--- config.mk ---
export PLATFORM = sky130hd
export DESIGN_NAME = mem_arbiter_n
export DESIGN_NICKNAME = d
export VERILOG_FILES = /design/src/rtl/mem_arbiter_n.sv
export SDC_FILE = /design/constraint.sdc
export NUM_CORES = 1
export LEC_CHECK = 0
export CAP_MARGIN = 30
export CELL_PAD_IN_SITES_DETAIL_PLACEMENT = 1
export CELL_PAD_IN_SITES_GLOBAL_PLACEMENT = 1
export CORE_UTILIZATION = 31
export CTS_BUF_LIST = sky130_fd_sc_hd__clkbuf_8
export DETAILED_ROUTE_END_ITERATION = 8
export HOLD_SLACK_MARGIN = 0.08
export PLACE_DENSITY_LB_ADDON = 0.1
export SLEW_MARGIN = 20
export SYNTH_ARGS = -nofsm -noshare
export SYNTH_HDL_FRONTEND = slang
export SYNTH_SLANG_ARGS = --single-unit
--- constraint.sdc ---
create_clock -name clk -period 5.16 [get_ports clk]
set_input_delay 1.548 -clock clk [delete_from_list [all_inputs] [get_ports clk]]
set_output_delay 1.548 -clock clk [all_outputs]
set_load 0.01 [all_outputs]
--- src/rtl/mem_arbiter_n.sv ---
// mem_arbiter_n: N-port memory arbiter that merges several requesters onto
// the single memory_* bus of the core.
//
// Each requester issues a one-cycle request pulse. The pulse is captured into
// a per-port pending slot, so no request is lost while the bus is busy. One
// transaction is in flight at a time. The winner is chosen either by fixed
// priority (lowest index wins) or by round-robin, starting after the last
// grant.
//
// Ports:
//   rst            async active-high reset
//   clk            clock, all state on the rising edge
//   port_valid     one-cycle request pulse per port
//   port_instr     request is an instruction fetch
//   port_addr      packed addresses, port i at [i*ADDR_WIDTH +: ADDR_WIDTH]
//   port_wdata     packed write data, same slicing
//   port_wstrb     packed byte strobes (all zero = read)
//   port_rdata     memory_rdata broadcast to every port (unregistered)
//   port_ready     one-hot completion pulse for the owning port
//   memory_valid   request on the bus, held until memory_ready
//   memory_instr   fetch flag of the granted request
//   memory_addr    address of the granted request
//   memory_wdata   write data of the granted request
//   memory_wstrb   strobes of the granted request
//   memory_rdata   read data, valid with memory_ready
//   memory_ready   completes the current transaction
module mem_arbiter_n #(
  parameter int NUM_PORTS  = 2,
  parameter int ADDR_WIDTH = 32,
  parameter int DATA_WIDTH = 32,
  parameter int ARB_MODE   = 0,
  localparam int GW = $clog2(NUM_PORTS),
  localparam int SW = DATA_WIDTH / 8
) (
  input  logic                         rst,
  input  logic                         clk,
  input  logic [NUM_PORTS-1:0]         port_valid,
  input  logic [NUM_PORTS-1:0]         port_instr,
  input  logic [NUM_PORTS*ADDR_WIDTH-1:0] port_addr,
  input  logic [NUM_PORTS*DATA_WIDTH-1:0] port_wdata,
  input  logic [NUM_PORTS*SW-1:0]      port_wstrb,
  output logic [DATA_WIDTH-1:0]        port_rdata,
  output logic [NUM_PORTS-1:0]         port_ready,
  output logic                         memory_valid,
  output logic                         memory_instr,
  output logic [ADDR_WIDTH-1:0]        memory_addr,
  output logic [DATA_WIDTH-1:0]        memory_wdata,
  output logic [SW-1:0]                memory_wstrb,
  input  logic [DATA_WIDTH-1:0]        memory_rdata,
  input  logic                         memory_ready
);

  typedef enum logic [0:0] {
    IDLE = 1'b0,
    BUSY = 1'b1
  } state_t;

  state_t state, state_next;

  // Pending slots, one per port
  logic [NUM_PORTS-1:0]  pend_v;
  logic [NUM_PORTS-1:0]  slot_instr;
  logic [ADDR_WIDTH-1:0] slot_addr  [NUM_PORTS];
  logic [DATA_WIDTH-1:0] slot_wdata [NUM_PORTS];
  logic [SW-1:0]         slot_wstrb [NUM_PORTS];

  // Per-port views of the packed input vectors
  logic [ADDR_WIDTH-1:0] in_addr  [NUM_PORTS];
  logic [DATA_WIDTH-1:0] in_wdata [NUM_PORTS];
  logic [SW-1:0]         in_wstrb [NUM_PORTS];

  logic [NUM_PORTS-1:0]  cand;
  logic                  arb_open;
  logic                  issue;
  logic [GW-1:0]         win_idx;
  logic [GW-1:0]         grant;
  logic [GW-1:0]         last_grant;

  logic                  win_instr;
  logic [ADDR_WIDTH-1:0] win_addr;
  logic [DATA_WIDTH-1:0] win_wdata;
  logic [SW-1:0]         win_wstrb;

  // Split the packed port buses into per-port arrays
  always_comb begin
    for (int i = 0; i < NUM_PORTS; i++) begin
      in_addr[i]  = port_addr[i*ADDR_WIDTH +: ADDR_WIDTH];
      in_wdata[i] = port_wdata[i*DATA_WIDTH +: DATA_WIDTH];
      in_wstrb[i] = port_wstrb[i*SW +: SW];
    end
  end

  // Candidate set and whether a new grant may be made at this edge
  always_comb begin
    cand = pend_v | port_valid;
    case (state)
      IDLE:    arb_open = 1'b1;
      BUSY:    arb_open = memory_ready;
      default: arb_open = 1'b0;
    endcase
    issue = arb_open & (|cand);
  end

  // Winner selection. The scan runs from the last search position down to
  // the first, so the earliest position in search order is assigned last
  // and wins. Mode 1 starts the search just after the last grant, with wrap.
  always_comb begin
    win_idx = {GW{1'b0}};
    for (int k = NUM_PORTS - 1; k >= 0; k--) begin
      win_idx = cand[(ARB_MODE == 1) ? GW'((int'(last_grant) + 1 + k) % NUM_PORTS) : GW'(k)]
              ? ((ARB_MODE == 1) ? GW'((int'(last_grant) + 1 + k) % NUM_PORTS) : GW'(k))
              : win_idx;
    end
  end

  // Winner fields. A same-cycle pulse takes precedence over the slot contents.
  always_comb begin
    if (port_valid[win_idx]) begin
      win_instr = port_instr[win_idx];
      win_addr  = in_addr[win_idx];
      win_wdata = in_wdata[win_idx];
      win_wstrb = in_wstrb[win_idx];
    end else begin
      win_instr = slot_instr[win_idx];
      win_addr  = slot_addr[win_idx];
      win_wdata = slot_wdata[win_idx];
      win_wstrb = slot_wstrb[win_idx];
    end
  end

  // FSM state register
  always_ff @(posedge clk or posedge rst) begin
    if (rst) begin
      state <= IDLE;
    end else begin
      state <= state_next;
    end
  end

  // FSM next state. Completion with more work queued stays in BUSY.
  always_comb begin
    case (state)
      IDLE:    state_next = issue ? BUSY : IDLE;
      BUSY:    state_next = (!memory_ready || issue) ? BUSY : IDLE;
      default: state_next = IDLE;
    endcase
  end

  // FSM outputs: bus valid and the completion pulse to the owning port
  always_comb begin
    port_rdata = memory_rdata;
    case (state)
      IDLE: begin
        memory_valid = 1'b0;
        port_ready   = {NUM_PORTS{1'b0}};
      end
      BUSY: begin
        memory_valid = 1'b1;
        port_ready   = memory_ready ? ({{(NUM_PORTS-1){1'b0}}, 1'b1} << grant)
                                    : {NUM_PORTS{1'b0}};
      end
      default: begin
        memory_valid = 1'b0;
        port_ready   = {NUM_PORTS{1'b0}};
      end
    endcase
  end

  // Bus request registers and grant tracking. These load only when a
  // grant is made, so they stay stable across a ready stall.
  always_ff @(posedge clk or posedge rst) begin
    if (rst) begin
      memory_instr <= 1'b0;
      memory_addr  <= {ADDR_WIDTH{1'b0}};
      memory_wdata <= {DATA_WIDTH{1'b0}};
      memory_wstrb <= {SW{1'b0}};
      grant        <= {GW{1'b0}};
      last_grant   <= GW'(NUM_PORTS - 1);
    end else if (issue) begin
      memory_instr <= win_instr;
      memory_addr  <= win_addr;
      memory_wdata <= win_wdata;
      memory_wstrb <= win_wstrb;
      grant        <= win_idx;
      last_grant   <= win_idx;
    end
  end

  // Pending slots. The winner's slot is consumed. Any other pulse fills or
  // overwrites its slot, including a pulse from the port currently in flight.
  always_ff @(posedge clk or posedge rst) begin
    if (rst) begin
      pend_v     <= {NUM_PORTS{1'b0}};
      slot_instr <= {NUM_PORTS{1'b0}};
      for (int i = 0; i < NUM_PORTS; i++) begin
        slot_addr[i]  <= {ADDR_WIDTH{1'b0}};
        slot_wdata[i] <= {DATA_WIDTH{1'b0}};
        slot_wstrb[i] <= {SW{1'b0}};
      end
    end else begin
      for (int i = 0; i < NUM_PORTS; i++) begin
        if (issue && (win_idx == GW'(i))) begin
          pend_v[i] <= 1'b0;
        end else if (port_valid[i]) begin
          pend_v[i]     <= 1'b1;
          slot_instr[i] <= port_instr[i];
          slot_addr[i]  <= in_addr[i];
          slot_wdata[i] <= in_wdata[i];
          slot_wstrb[i] <= in_wstrb[i];
        end
      end
    end
  end

endmodule

==> run summary <==
Post-Syn Instances: 415
Hold Crit Class: reg2reg
Setup crit start: memory_ready
area of the multi-input gates: 2450 um2
Static Leak: 3.35 nW
Cell Pwr Density: 350 nW/um2
n_diodes: 0
flip-flop and latch area: 3530 um2
setup bufs post-CTS: 0
Syn Area/Cell: 15.3 um2
CP Class: in2out
Layout area overhead: 29.5%
# Max-Cap Violations: 0
Final Hold Fails: 0
Clock Latency Late Sink: 0.43 ns
library cells used by synthesis: 18
post_cts resized: 0
Post-Route WL: 13800 um
GR Util met2: 23.5%
Top-Level Pins: 279
Worst Reg-to-Reg Cells: 4
WL/cell: 17.1 um
hold buffer count at cts: 0
fmax: 233 MHz
Root Buffer: clkbuf_8
clk_skew: 0.00879 ns
CP Capture Type: output pin
Final Slew Violations: 0
number of synthesis warnings: 0
Final Wtd Congestion: 0.676
die area: 21000 um2
fillers: 1990
Initial Util: 32.1%
register-to-register setup slack: 3.23 ns
relative slew slack: 48.2%
R2R Path Start: state
CP required: 3.61 ns
clock slew at reported path FFs: 0.07 ns
Final Util: 41.6%
crit share post-route: 83.3%
Tmin final: 4.30 ns
drt pass-1 iters: 4
nets: 703
Die Span Y: 145 um
Clock Path Buffers: 2
I/O Buffers: 144
GRT overflow: 0
Syn Std Cell Area: 6330 um2
Top FF cell, synth: dfrtp_1
Post-synth EDFFs: 0
Setup crit start kind: primary input
largest net degree at the start of global routing: 121
status: completed
met1 usage: 16.2%
Final HPWL DP: 8730 um
H-tree depth: 4
vias in the first global route: 4209
Peak VDD IR: 0.157 mV
Async S/R FF share, synth: 100%
layout cells sized above 1: 45.7%
# clock sinks: 141
number of synthesized register bits: 141
drt drc: 0
worst-margin pin slew: 0.778 ns
final setup fails: 0
DR vias/cell: 4.55
chip width: 145 um
Critical Path End: port_ready[0]
grt peak-use layer: met2
first-pass GRT wire length: 22800 um
Critical Path AT: 2.75 ns
commonest non-fill, non-tap cells in the layout: 197 x mux2_2, 143 x clkdlybuf4s50_1, 141 x dfrtp_1
Antenna Nets Post-Route: 0
commonest non-fill, non-tap cell in the layout: mux2_2
Num CTS Buffers: 17
floorplan row count: 51
initial antenna violation count: 1
GR Util met3: 5.94%
Total GRT Usage: 14.0%
Mapped Nets: 590
via count: 3666
sequential area share after synthesis: 55.7%
Max FO, Critical Path: 3
RSZ-0062 raised after global routing: false
TritonCTS clock tree: built
DRT iter0 DRCs: 63
Core ar.: 19700 um2
worst reg2reg endpoint: memory_wdata[19]
final setup TNS: 0 ns
==> metrics by stage <==
stage	setup WS (ns)	cells	hold slack, ns	total power, mW	instance area (um2)
after CTS	0.861	805	0.510	2.93	8200
after global routing	0.826	805	0.517	3.04	8200
final	0.860	805	0.506	2.87	8200
after detailed placement	0.874	774	0.492	2.05	7830
after floorplan	1.85	415	0.475	1.74	6340
after global placement	0.865	773	0.483	2.02	7800
==> flip-flops by register name (all words and copies together), names as in the netlist <==
name          count
slot_wdata       32
pend_v            2
slot_instr        1
memory_wstrb      4
memory_wdata     32
state             1
memory_addr      32
slot_addr        32
slot_wstrb        4
memory_instr      1
==> power breakdown <==
| part | total, mW | internal, mW | switching [mW] | leakage (nW) |
|---|---|---|---|---|
| Sequential | 1.37 | 1.28 | 0.0873 | 1.65 |
| Clock | 0.861 | 0.434 | 0.427 | 0.189 |
| Combinational | 0.645 | 0.419 | 0.226 | 1.51 |
==> synth_stat cells, types with 2 or more instances <==
library cell    n  area [um2]
mux2_2        197        2220
dfrtp_1       141        3530
buf_4          33         248
buf_2          13        65.1
mux2_4         10         150
clkbuf_1        6        22.5
buf_6           2        22.5
nand2_1         2        7.51
nor2_1          2        7.51
==> worst max-delay path, stage by stage <==
cell and delay (ns):
clkdlybuf4s50_1 0.53, and2_1 0.15, clkdlybuf4s50_1 0.53
==> kinds of logic after synthesis <==
family | after synthesis | share of synthesized area [%]
flops | 141 | 55.7
other cells | 1 | 0.0592
simple gates | 10 | 1.07
buf+inv | 56 | 5.77
mux | 207 | 37.4
==> cell type report <==
| type | count | area share (%) |
|---|---|---|
| Tap cell | 265 | 4.04 |
| Sequential cell | 141 | 43.0 |
| Timing Repair Buffer | 149 | 18.4 |
| Clock buffer | 18 | 3.02 |
| Inverter | 1 | 0.0915 |
| Multi-Input combinational cell | 218 | 29.9 |
| Clock inverter | 13 | 1.54 |
==> metal layers <==
metal / share of wire [%] / up-vias
met2: 50 / 102
met4: 0.99 / 2
met1: 41 / 1897
li1: - / 1652
met5: 0.12 / -
met3: 8.2 / 13
==> how the worst min path moves through the flow <==
stage                    from              to  cells after the start
6_report       slot_wdata[53]  slot_wdata[53]                      1
5_1_grt         slot_addr[55]   slot_addr[55]                      1
4_1_cts        slot_wdata[32]  slot_wdata[32]                      1
3_5_place_dp    slot_addr[45]   slot_addr[45]                      1
3_3_place_gp   slot_wdata[53]  slot_wdata[53]                      1
2_1_floorplan   slot_addr[33]   slot_addr[33]                      1
(Power assumes the default switching activity.)
